$ cat config.mk
export PLATFORM = sky130hd
export DESIGN_NAME = instr_fetch_unit
export DESIGN_NICKNAME = d
export VERILOG_FILES = /design/src/rtl/riscv_pkg.sv /design/src/rtl/fetch_skid_reg.sv /design/src/rtl/instr_fetch_unit.sv
export SDC_FILE = /design/constraint.sdc
export NUM_CORES = 1
export LEC_CHECK = 0
export ABC_AREA = 1
export CAP_MARGIN = 20
export CORE_AREA = 3 3 134 136
export CTS_BUF_LIST = sky130_fd_sc_hd__clkbuf_16
export DETAILED_ROUTE_END_ITERATION = 8
export DIE_AREA = 0 0 137 139
export PLACE_DENSITY = 0.84
export SETUP_SLACK_MARGIN = 0.1
export SLEW_MARGIN = 5
export SYNTH_ARGS = -nofsm -noshare
export SYNTH_HDL_FRONTEND = slang
export SYNTH_SLANG_ARGS = --single-unit
$ cat constraint.sdc
create_clock -name clk -period 2.48 [get_ports clk]
set_input_delay 0.372 -clock clk [delete_from_list [all_inputs] [get_ports clk]]
set_output_delay 0.372 -clock clk [all_outputs]
set_load 0.01 [all_outputs]
$ cat src/rtl/riscv_pkg.sv
// ----------------------------------------------------------------------------
// riscv_pkg
//   Types and constants shared by the fetch unit and its skid register.
//   fetch_state_t    : FETCH = normal fetching, DROP = discard one stale response
//   INSTR_NOP        : addi x0,x0,0, presented to decode whenever the slot is empty
//   RESET_PC_DEFAULT : default first fetch address after reset
// ----------------------------------------------------------------------------
package riscv_pkg;

   typedef enum logic {
      FETCH = 1'b0,
      DROP  = 1'b1
   } fetch_state_t;

   localparam logic [31:0] INSTR_NOP        = 32'h0000_0013;
   localparam logic [31:0] RESET_PC_DEFAULT = 32'h0000_0000;

   // True when an address is not on a 32-bit word boundary.
   function automatic logic is_misaligned(input logic [1:0] low_bits);
      return (low_bits != 2'b00);
   endfunction

endpackage

$ cat src/rtl/fetch_skid_reg.sv
// ----------------------------------------------------------------------------
// fetch_skid_reg
//   One-entry {instr, pc} holding register. Catches a fetched word that
//   arrives while decode is stalled so the memory handshake never has to
//   be extended once it completes.
//   Ports:
//     clk       rising-edge clock
//     resetN    synchronous reset, active-low
//     flush_i   drop any held entry (highest priority)
//     load_i    capture instr_i/pc_i (wins over unload_i)
//     unload_i  entry consumed, becomes empty
//     instr_i   instruction word to capture
//     pc_i      address of instr_i
//     valid_o   entry holds a word
//     instr_o   held instruction
//     pc_o      held address
// ----------------------------------------------------------------------------
module fetch_skid_reg
   import riscv_pkg::*;
#(
   parameter int unsigned XLEN = 32
) (
   input  logic            clk,
   input  logic            resetN,
   input  logic            flush_i,
   input  logic            load_i,
   input  logic            unload_i,
   input  logic [31:0]     instr_i,
   input  logic [XLEN-1:0] pc_i,
   output logic            valid_o,
   output logic [31:0]     instr_o,
   output logic [XLEN-1:0] pc_o
);

   logic            valid_q, valid_d;
   logic [31:0]     instr_q, instr_d;
   logic [XLEN-1:0] pc_q, pc_d;

   // Next-entry selection: flush beats load, load beats unload.
   always_comb begin
      valid_d = valid_q;
      instr_d = instr_q;
      pc_d    = pc_q;
      if (flush_i) begin
         valid_d = 1'b0;
      end else if (load_i) begin
         valid_d = 1'b1;
         instr_d = instr_i;
         pc_d    = pc_i;
      end else if (unload_i) begin
         valid_d = 1'b0;
      end else begin
         valid_d = valid_q;
      end
   end

   // Entry storage with synchronous active-low reset.
   always_ff @(posedge clk) begin
      if (!resetN) begin
         valid_q <= 1'b0;
         instr_q <= INSTR_NOP;
         pc_q    <= '0;
      end else begin
         valid_q <= valid_d;
         instr_q <= instr_d;
         pc_q    <= pc_d;
      end
   end

   assign valid_o = valid_q;
   assign instr_o = instr_q;
   assign pc_o    = pc_q;

endmodule

$ cat src/rtl/instr_fetch_unit.sv
// ----------------------------------------------------------------------------
// instr_fetch_unit
//   Fetch stage: owns the fetch PC, requests words over a req/ack handshake
//   and presents one registered {instr, pc} slot to decode. A one-entry skid
//   register absorbs a word that lands while decode is stalled. After a
//   redirect with a request still in flight the unit enters DROP and throws
//   away that one stale response.
//   Ports:
//     clk, resetN   clock, synchronous active-low reset
//     stall         decode cannot accept; slot is held
//     pcSrc         redirect strobe, taken only when instrValid && !stall
//     pcTarget      redirect address (low two bits forced to zero)
//     imemReq/Addr  fetch request and word-aligned address
//     imemAck/Rdata response valid and instruction word
//     instrValid    slot holds a live instruction
//     instr, pc     slot contents (instr = NOP when not valid)
//     pcPlus4       pc + 4, wrapping
//     misalignErr   sticky: a redirect target had nonzero low bits
// ----------------------------------------------------------------------------
module instr_fetch_unit
   import riscv_pkg::*;
#(
   parameter int unsigned     XLEN     = 32,
   parameter logic [XLEN-1:0] RESET_PC = XLEN'(RESET_PC_DEFAULT)
) (
   input  logic            clk,
   input  logic            resetN,
   input  logic            stall,
   input  logic            pcSrc,
   input  logic [XLEN-1:0] pcTarget,
   output logic            imemReq,
   output logic [XLEN-1:0] imemAddr,
   input  logic            imemAck,
   input  logic [31:0]     imemRdata,
   output logic            instrValid,
   output logic [31:0]     instr,
   output logic [XLEN-1:0] pc,
   output logic [XLEN-1:0] pcPlus4,
   output logic            misalignErr
);

   localparam logic [XLEN-1:0] PC_STEP = XLEN'(32'd4);

   fetch_state_t    state_q, state_d;
   logic [XLEN-1:0] fetchPc_q, fetchPc_d;
   logic [XLEN-1:0] dropAddr_q, dropAddr_d;
   logic            reqPending_q, reqPending_d;
   logic            instrValid_q, instrValid_d;
   logic [31:0]     instr_q, instr_d;
   logic [XLEN-1:0] pc_q, pc_d;
   logic            misalignErr_q, misalignErr_d;

   logic            skidValid_s;
   logic [31:0]     skidInstr_s;
   logic [XLEN-1:0] skidPc_s;
   logic            skidLoad_s, skidUnload_s, skidFlush_s;

   logic            imemReq_s;
   logic            accept_s;
   logic            slotFree_s;
   logic            redirect_s;

   // A new request only starts with the skid empty, so one buffered word
   // is enough to ride out an indefinite stall.
   assign imemReq_s  = resetN & (reqPending_q | (state_q == DROP) |
                                 ((state_q == FETCH) & ~skidValid_s));
   assign accept_s   = imemReq_s & imemAck;
   assign slotFree_s = ~instrValid_q | ~stall;
   assign redirect_s = pcSrc & instrValid_q & ~stall;

   fetch_skid_reg #(.XLEN(XLEN)) u_skid (
      .clk      (clk),
      .resetN   (resetN),
      .flush_i  (skidFlush_s),
      .load_i   (skidLoad_s),
      .unload_i (skidUnload_s),
      .instr_i  (imemRdata),
      .pc_i     (fetchPc_q),
      .valid_o  (skidValid_s),
      .instr_o  (skidInstr_s),
      .pc_o     (skidPc_s)
   );

   // Next-state logic for the FSM, fetch PC, output slot and skid control.
   always_comb begin
      state_d       = state_q;
      fetchPc_d     = fetchPc_q;
      dropAddr_d    = dropAddr_q;
      reqPending_d  = imemReq_s & ~imemAck;
      instrValid_d  = instrValid_q;
      instr_d       = instr_q;
      pc_d          = pc_q;
      misalignErr_d = misalignErr_q;
      skidLoad_s    = 1'b0;
      skidUnload_s  = 1'b0;
      skidFlush_s   = 1'b0;
      case (state_q)
         FETCH: begin
            if (redirect_s) begin
               instrValid_d  = 1'b0;
               instr_d       = INSTR_NOP;
               skidFlush_s   = 1'b1;
               fetchPc_d     = {pcTarget[XLEN-1:2], 2'b00};
               misalignErr_d = misalignErr_q | is_misaligned(pcTarget[1:0]);
               // An unanswered request must stay on the bus; its data is stale.
               if (imemReq_s && !imemAck) begin
                  state_d    = DROP;
                  dropAddr_d = fetchPc_q;
               end else begin
                  state_d    = FETCH;
               end
            end else if (accept_s) begin
               fetchPc_d = fetchPc_q + PC_STEP;
               if (slotFree_s) begin
                  instrValid_d = 1'b1;
                  if (skidValid_s) begin
                     // Older skid word goes first; new word refills the skid.
                     instr_d    = skidInstr_s;
                     pc_d       = skidPc_s;
                     skidLoad_s = 1'b1;
                  end else begin
                     instr_d    = imemRdata;
                     pc_d       = fetchPc_q;
                  end
               end else begin
                  skidLoad_s = 1'b1;
               end
            end else if (slotFree_s) begin
               if (skidValid_s) begin
                  instrValid_d = 1'b1;
                  instr_d      = skidInstr_s;
                  pc_d         = skidPc_s;
                  skidUnload_s = 1'b1;
               end else begin
                  instrValid_d = 1'b0;
                  instr_d      = INSTR_NOP;
               end
            end else begin
               instrValid_d = instrValid_q;
            end
         end
         DROP: begin
            // Slot is already empty here; only wait for the stale response.
            if (accept_s) begin
               state_d = FETCH;
            end else begin
               state_d = DROP;
            end
         end
         default: begin
            state_d = FETCH;
         end
      endcase
   end

   // State registers with synchronous active-low reset.
   always_ff @(posedge clk) begin
      if (!resetN) begin
         state_q       <= FETCH;
         fetchPc_q     <= RESET_PC;
         dropAddr_q    <= RESET_PC;
         reqPending_q  <= 1'b0;
         instrValid_q  <= 1'b0;
         instr_q       <= INSTR_NOP;
         pc_q          <= RESET_PC;
         misalignErr_q <= 1'b0;
      end else begin
         state_q       <= state_d;
         fetchPc_q     <= fetchPc_d;
         dropAddr_q    <= dropAddr_d;
         reqPending_q  <= reqPending_d;
         instrValid_q  <= instrValid_d;
         instr_q       <= instr_d;
         pc_q          <= pc_d;
         misalignErr_q <= misalignErr_d;
      end
   end

   assign imemReq     = imemReq_s;
   assign imemAddr    = (state_q == DROP) ? dropAddr_q : fetchPc_q;
   assign instrValid  = instrValid_q;
   assign instr       = instr_q;
   assign pc          = pc_q;
   assign pcPlus4     = pc_q + PC_STEP;
   assign misalignErr = misalignErr_q;

endmodule
==> results.md, run 1 <==
* Status: finished clean
* 1st-pass router iterations at 6
* Post-synth EDFFs at 0
* Net Switching at between 0.0015 and 0.002 W
* Max-cap violations at 0
* Post-synthesis cell area at roughly 9000 um^2
* Met3 WL at between 2 and 2.5 mm
* CP startpoint: pc[3]
* Cell variety after synth at 29
* CTS Buf Count at 17
* Routed via count at 10100
* RSZ-0062 raised after global routing: yes
* CP Max Fanout at 4
* Final GP Congestion at about 0.96
* Cell Rows at 48
* Max-slew violations at 0
* Finished Cell Area at 12400 um^2
* Boundary pin count at 200
* DR DRC count at 0
* Clk_lat worst skew at around 0.44 ns
* Switching share of power at between 20 and 30%
* Share of cells above drive strength 1 at 11.7%
* Largest cells by area after synthesis: dfxtp_1 (41%), nand2_1 (14%), a21oi_1 (11%)
* Worst hold path class: input pin to flop
* Clock sink total at around 190
* Top Layer Used: met4
* Min Tclk post-route at 2.38 ns
* Initial core utilization at between 50 and 60%
* Die X at about 140 um
* Critical path class: flop to output pin
* Gr ovfl total at 0
* Root Buffer: clkbuf_16
* Part of the power in registers at a little under half
* Cell count after synthesis at roughly 1400
* Hold Path Depth at 3
* Setup-failing EPs final at 0
* Most common cell in the netlist: nand2_1
* Fmax at 420 MHz
* Slew Limit Headroom at between 60% and 70%
* DR iter-0 viols at 1000
* Vias in the first global route at a little over 9000
* Vias per inst at 5.58
* Synth top cells by count: nand2_1 (346), a21oi_1 (204), o21ai_0 (198)
* CP Data Required Time at between 2 and 2.5 ns
* Drt total wl at between 20 and 30 mm
* Clk buf depth at 2
* Worst r2r src: state_q
* Seq/Total Area, Yosys at 41.3%
* DIE AREA at 19000 um^2
* HPWL after detailed placement at between 20 and 25 mm
* Worst setup path endpoint: pcPlus4[22]
* Slew @ Worst Pin at around 0.56 ns
* Core area at ~17000 um^2
* Final Hold Vio Count at 0
* Combinational group share of total power at a little under an eighth
* Endpoint type of the worst setup path: output pin
* Worst R2R Path Depth at 9
* Cell Int Power at approximately 0.0049 W
* Area Overhead vs Synth at 35.1%
* Critical R2R Capture: u_skid.instr_o[23]
* First-pass GRT wire length at around 47 mm
* DP Area at between 10000 and 15000 um^2
* Post-route clock skew at ~0.012 ns
* #FFs+latches synth at ~190
* IO Port Bufs at around 190
* Synth Area per Inst at ~6.7 um^2
* Clock power frac at roughly two fifths
* H-tree depth at 4
* CTS Hold Bufs at 0
* Worst-path clk slew at around 0.080 ns
* Yosys top cell area share at between 40 and 50%
* Synthesis Warnings at 0
* Synth area leader: dfxtp_1
* Cell leakage power at between 4 and 5 nW
* Final Net Count at between 1500 and 2000
* Maximum VDD drop at 564 uV
* Setup_tns at 0 ns
* Met1 wire length at 11.7 mm
* Diodes inserted at 0
* PD cells at approximately 550 nW/um^2
* Top_reg_cell synth: dfxtp_1
* Fraction of registers with async set or reset after synthesis at 0%
* CTS tree: yes
* Antenna violations before repair at 0
* Tot GR Track Use at a little under a third
* Fin crit share at around 96%
* Arrival time worst endpoint at around 2 ns
* Pin count of the biggest net entering global routing at between 100 and 150
* Die H at 139 um
* ANT nets after route at 0
* Per-cell routed wire length at 16.4 um
* Crit start category: flop
* Flop-to-flop setup slack at 0.42 ns
* Met2 wire len at roughly 15 mm
-- per-layer routing --
| layer | global-route usage [%] | up-vias |
|---|---|---|
| li1 | - | 4881 |
| met2 | 52.4 | 457 |
| met1 | 37.1 | 4687 |
| met4 | 9.19 | 0 |
| met3 | 6.13 | 57 |
| met5 | 0 | - |
-- stage by stage --
| step | util, % | hold WS, ns | setup WS (ns) | power (W) | std cells |
|---|---|---|---|---|---|
| floorplan | - | 0.439 | 0.499 | 0.00362 | 1380 |
| global placement | 67.2 | 0.438 | 0.0961 | 0.00407 | 1763 |
| detailed placement | 67.2 | 0.445 | 0.0163 | 0.00407 | 1763 |
| CTS | 71.9 | 0.294 | 0.0764 | 0.00682 | 1798 |
| global route | 72.6 | 0.316 | 0.00157 | 0.00702 | 1808 |
| finish | 72.6 | 0.306 | 0.101 | 0.00681 | 1808 |
-- power by group through the flow --
| stage | Combinational, W | Sequential, W | Clock, W |
|---|---|---|---|
| finish | 0.000814 | 0.00320 | 0.00279 |
| global route | 0.000880 | 0.00321 | 0.00293 |
| CTS | 0.000803 | 0.00320 | 0.00282 |
| detailed placement | 0.000808 | 0.00326 | 0 |
| global placement | 0.000807 | 0.00326 | 0 |
| floorplan | 0.000346 | 0.00327 | 0 |
-- cells by family after synthesis --
group | share of synthesized area, %
XOR/XNOR | 2.87
AO/OA/AOI/OAI | 22.7
buffers and inverters | 8.90
flip-flops | 41.3
AND/OR/NAND/NOR | 23.9
adder cells (fa/ha/maj) | 0.273
other | 0.0409
-- cell usage in the layout, fill, tap and decap left out, types with 8 or more instances in the layout --
master	n
buf_4	60
o21ai_0	197
nor2_1	100
dfxtp_1	169
inv_1	104
xnor2_1	9
clkdlybuf4s50_1	166
nor2_2	10
nand2_1	336
nand2_2	14
nand3_1	40
nand4_1	14
dlygate4sd2_1	12
dfxtp_2	15
clkbuf_16	18
clkbuf_2	9
nor2_4	8
a21oi_1	204
xor2_1	21
-- worst max-delay path, stage by stage (launching register included) --
cell and delay [ns]:
dfxtp_4 0.39, ha_4 0.16, nand3_2 0.11, nor2_2 0.13, nand2_2 0.10, nor2_4 0.13, nand2_2 0.07, nor2_2 0.13
xor2_1 0.18, buf_2 0.16
-- cell type report --
cell class	count	area, um^2
multi-input combinational	994	4840
tap	225	282
timing repair buffer	258	2430
clock buffer	17	425
fill	1402	4670
sequential	189	3820
clock inverter	15	185
inverter	110	413
-- state kept, by name, indices dropped and copies added (netlist names) --
signal	flops
fetchPc_q	30
state_q	1
dropAddr_q	30
reqPending_q	1
misalignErr	1
pc	30
instrValid	1
instr	32
u_skid.valid_o	1
u_skid.pc_o	30
u_skid.instr_o	32
-- worst min path at each step --
stage | start | to | slack [ns]
after floorplan | u_skid.pc_o[18] | pc[18] | 0.44
after global placement | misalignErr | misalignErr | 0.44
after detailed placement | misalignErr | misalignErr | 0.45
after CTS | resetN | reqPending_q | 0.29
after global routing | resetN | reqPending_q | 0.32
final | resetN | reqPending_q | 0.31
-- what timing repair did --
item,4_1_cts,5_1_grt
setup endpoints to repair,37,20
pin swaps,12,16
cloned,0,1
buffers inserted,3,9
gates resized for setup,91,45
(Power assumes the default switching activity.)
==> run 2, diff against run 1 <==
--- a/config.mk
+++ b/config.mk
@@ -6,7 +6,6 @@
 export NUM_CORES = 1
 export LEC_CHECK = 0
 export ABC_AREA = 1
-export CAP_MARGIN = 20
 export CORE_AREA = 3 3 134 136
 export CTS_BUF_LIST = sky130_fd_sc_hd__clkbuf_16
 export DETAILED_ROUTE_END_ITERATION = 8
==> results of run 2 <==
The final DEF is identical to that of run 1; final timing and power are the same.
==> run 3, diff against run 2 <==
--- a/config.mk
+++ b/config.mk
@@ -11,6 +11,7 @@
 export DETAILED_ROUTE_END_ITERATION = 8
 export DIE_AREA = 0 0 137 139
 export PLACE_DENSITY = 0.84
+export RECOVER_POWER = 50
 export SETUP_SLACK_MARGIN = 0.1
 export SLEW_MARGIN = 5
 export SYNTH_ARGS = -nofsm -noshare
==> run 3 against run 2 <==
  * Via count shrank 0.32%
  * Utilization shrank 0.23 points
  * Critical path depth is the same
  * Clock skew shrank 0.0023 ns
  * First-iteration DRC count shrank 4.4%
  * Largest power group unchanged
  * Highest routed layer unchanged
==> results.md, run 3 (synthesis gave the netlist of run 1 again) <==
* Clk_lat worst skew at 0.44 ns (about the same)
* Antenna violations before repair at 0 (unchanged)
* CP Max Fanout at 3 (-1)
* DIE AREA at 19000 um^2 (unchanged)
* Share of cells above drive strength 1 at 11.2% (-0.44 points)
* Multi-input combinational cell area at 4820 um^2 (-0.34%)
* Tot GR Track Use at 30.1% (unchanged)
* Clock sink total at 189 (unchanged)
* Crit start category: flop
* FF/Latch Area at 3820 um^2 (unchanged)
* Final Hold Slack at 0.365 ns (+0.0587 ns)
* ANT nets after route at 0 (unchanged)
* Boundary pin count at 200 (unchanged)
* Routed via count at 10100 (-0.32%)
* Worst path slowest cell: dfxtp_4
* Worst-path clk slew at 0.08 ns (about the same)
* CP delay by family, top: simple AND/OR/NAND/NOR gates
* Diodes inserted at 0 (unchanged)
* Cell Chain, Critical Path: ha_4 > nand3_2 > nor2_2 > nand2_2 > nor2_4 > nand2_2 > nor2_2 > xor2_1 > buf_2
* Post-route clock skew at 0.00938 ns (-0.00235 ns)
* Most common cell after layout, fill and taps aside: nand2_1
* Fill cells at 1409 (+0.50%)
* CTS Buf Count at 17 (unchanged)
* RSZ-0062 raised after global routing: yes
* CP Data Required Time at 2.11 ns (about the same)
* CP max stage delay at 0.39 ns (about the same)
* Maximum VDD drop at 572 uV (+1.5%)
* Cell Int Power at 0.00485 W (-0.49%)
* Max-cap violations at 0 (unchanged)
* Area Overhead vs Synth at 34.7%
* Slew Limit Headroom at 57.3% (-5.4 points)
* Setup-failing EPs final at 0 (unchanged)
* Drt total wl at 29.8 mm (+0.20%)
* Arrival time worst endpoint at 2.01 ns (about the same)
* Min Tclk post-route at 2.38 ns (+0.000753 ns)
* Final GP Congestion at 0.962 (unchanged)
* Final Hold Vio Count at 0 (unchanged)
* Worst Path Buf+Inv at 1 (unchanged)
* DR iter-0 viols at 956 (-4.4%)
* Cell leakage power at 5.07 nW (+3.2%)
* PD cells at 550 nW/um^2 (about the same)
* Per-cell routed wire length at 16.5 um (+0.20%)
* Final Net Count at 1641 (unchanged)
* Gr ovfl total at 0 (unchanged)
* Core area at 17100 um^2 (unchanged)
* Initial core utilization at 53.8% (unchanged)
* Root Buffer: clkbuf_16
* IO Port Bufs at 193 (unchanged)
* HPWL after detailed placement at 20.6 mm (unchanged)
* Status: finished clean
* Max-slew violations at 0 (unchanged)
* DR DRC count at 0 (unchanged)
* CTS Hold Bufs at 0 (unchanged)
* Endpoint type of the worst setup path: output pin
* Net Switching at 0.00194 W (+0.26%)
* Part of the power in registers at 47.2% (about the same)
* Critical path class: flop to output pin
* Clock power frac at 41.2% (+0.2 points)
* First-pass GRT wire length at 46.8 mm (unchanged)
* Fmax at 420 MHz (about the same)
* Vias per inst at 5.56 (-0.32%)
* H-tree depth at 4 (unchanged)
* 1st-pass router iterations at 5 (-1)
* Cell Rows at 48 (unchanged)
* Setup_tns at 0 ns (unchanged)
* Die H at 139 um (unchanged)
* Vias in the first global route at 9335 (unchanged)
* Clk buf depth at 2 (unchanged)
* Pin count of the biggest net entering global routing at 136 (unchanged)
* Commonest cells after routing, fill and taps aside: nand2_1 (338), a21oi_1 (204), o21ai_0 (198), dfxtp_1 (169), inv_1 (106)
* Worst hold path class: input pin to flop
* Switching share of power at 28.6% (+0.15 points)
* Slew @ Worst Pin at 0.641 ns (+0.0820 ns)
* Combinational group share of total power at 11.6% (-0.4 points)
* Fin crit share at 96.0% (about the same)
* Die X at 137 um (unchanged)
* CTS tree: yes
* Tot Pwr at 0.00679 W (-0.28%)
[run 3: cell types whose count changed in the layout (fill, tap and decap cells not counted)]
cell / previous run / this run
clkbuf_2: 9 / 12
o21ai_2: 1 / 0
buf_4: 60 / 57
nor2_4: 8 / 7
clkdlybuf4s50_1: 166 / 103
clkbuf_1: 0 / 1
dlygate4sd3_1: 0 / 63
nand2_2: 14 / 12
buf_12: 5 / 4
o21ai_0: 197 / 198
nor2_1: 100 / 101
inv_1: 104 / 106
inv_2: 4 / 2
nand2_1: 336 / 338
[run 3: stage by stage]
stage / worst slack [ns] / instance area (um^2) / std cells / utilization, %
2_1_floorplan: 0.499 / 9190 / 1380 / -
5_1_grt: 0.00158 / 12300 / 1808 / 72.4
3_5_place_dp: 0.0163 / 11500 / 1763 / 67.2
3_3_place_gp: 0.0961 / 11500 / 1763 / 67.2
4_1_cts: 0.0764 / 12300 / 1798 / 71.9
6_report: 0.100 / 12300 / 1808 / 72.4
[run 3: timing repair]
item,in CTS,in global routing
pin swaps,12,16
buffers inserted,3,9
endpoints found under the setup margin,37,20
gates resized for setup,91,45
cloned,0,1
[run 3: power by group through the flow]
| stage | combinational (W) | clock (W) | sequential (W) |
|---|---|---|---|
| global route | 0.000854 | 0.00293 | 0.00321 |
| finish | 0.000789 | 0.00280 | 0.00320 |
| detailed placement | 0.000808 | 0 | 0.00326 |
| floorplan | 0.000346 | 0 | 0.00327 |
| CTS | 0.000803 | 0.00282 | 0.00320 |
| global placement | 0.000807 | 0 | 0.00326 |
[run 3: path summary, 6_finish.rpt]
path	start	endpoint	slack (ns)	depth (start not counted)
max	pc[2]	pcPlus4[22]	0.10	9
min	resetN	reqPending_q	0.36	3
max reg2reg	state_q	u_skid.instr_o[23]	0.18	9
min reg2reg	misalignErr	misalignErr	0.45	2
[run 3: worst min-delay path: stages]
cell and delay (ns):
buf_4 0.13, nand2_1 0.17, nor2_1 0.08
[run 3: routing by layer]
layer | vias to the layer above | GRT usage (%) | wire, um
li1 | 4878 | - | -
met1 | 4674 | 37.1 | 11900
met4 | 0 | 9.19 | 683
met2 | 442 | 52.4 | 15200
met5 | - | 0 | 0
met3 | 56 | 6.13 | 2050
[run 3: cell type report]
class,count,share of cell area (%)
multi-input combinational,994,39.0
sequential,189,30.9
timing repair buffer,258,19.5
clock buffer,17,3.45
inverter,110,3.34
tap,225,2.28
clock inverter,15,1.50
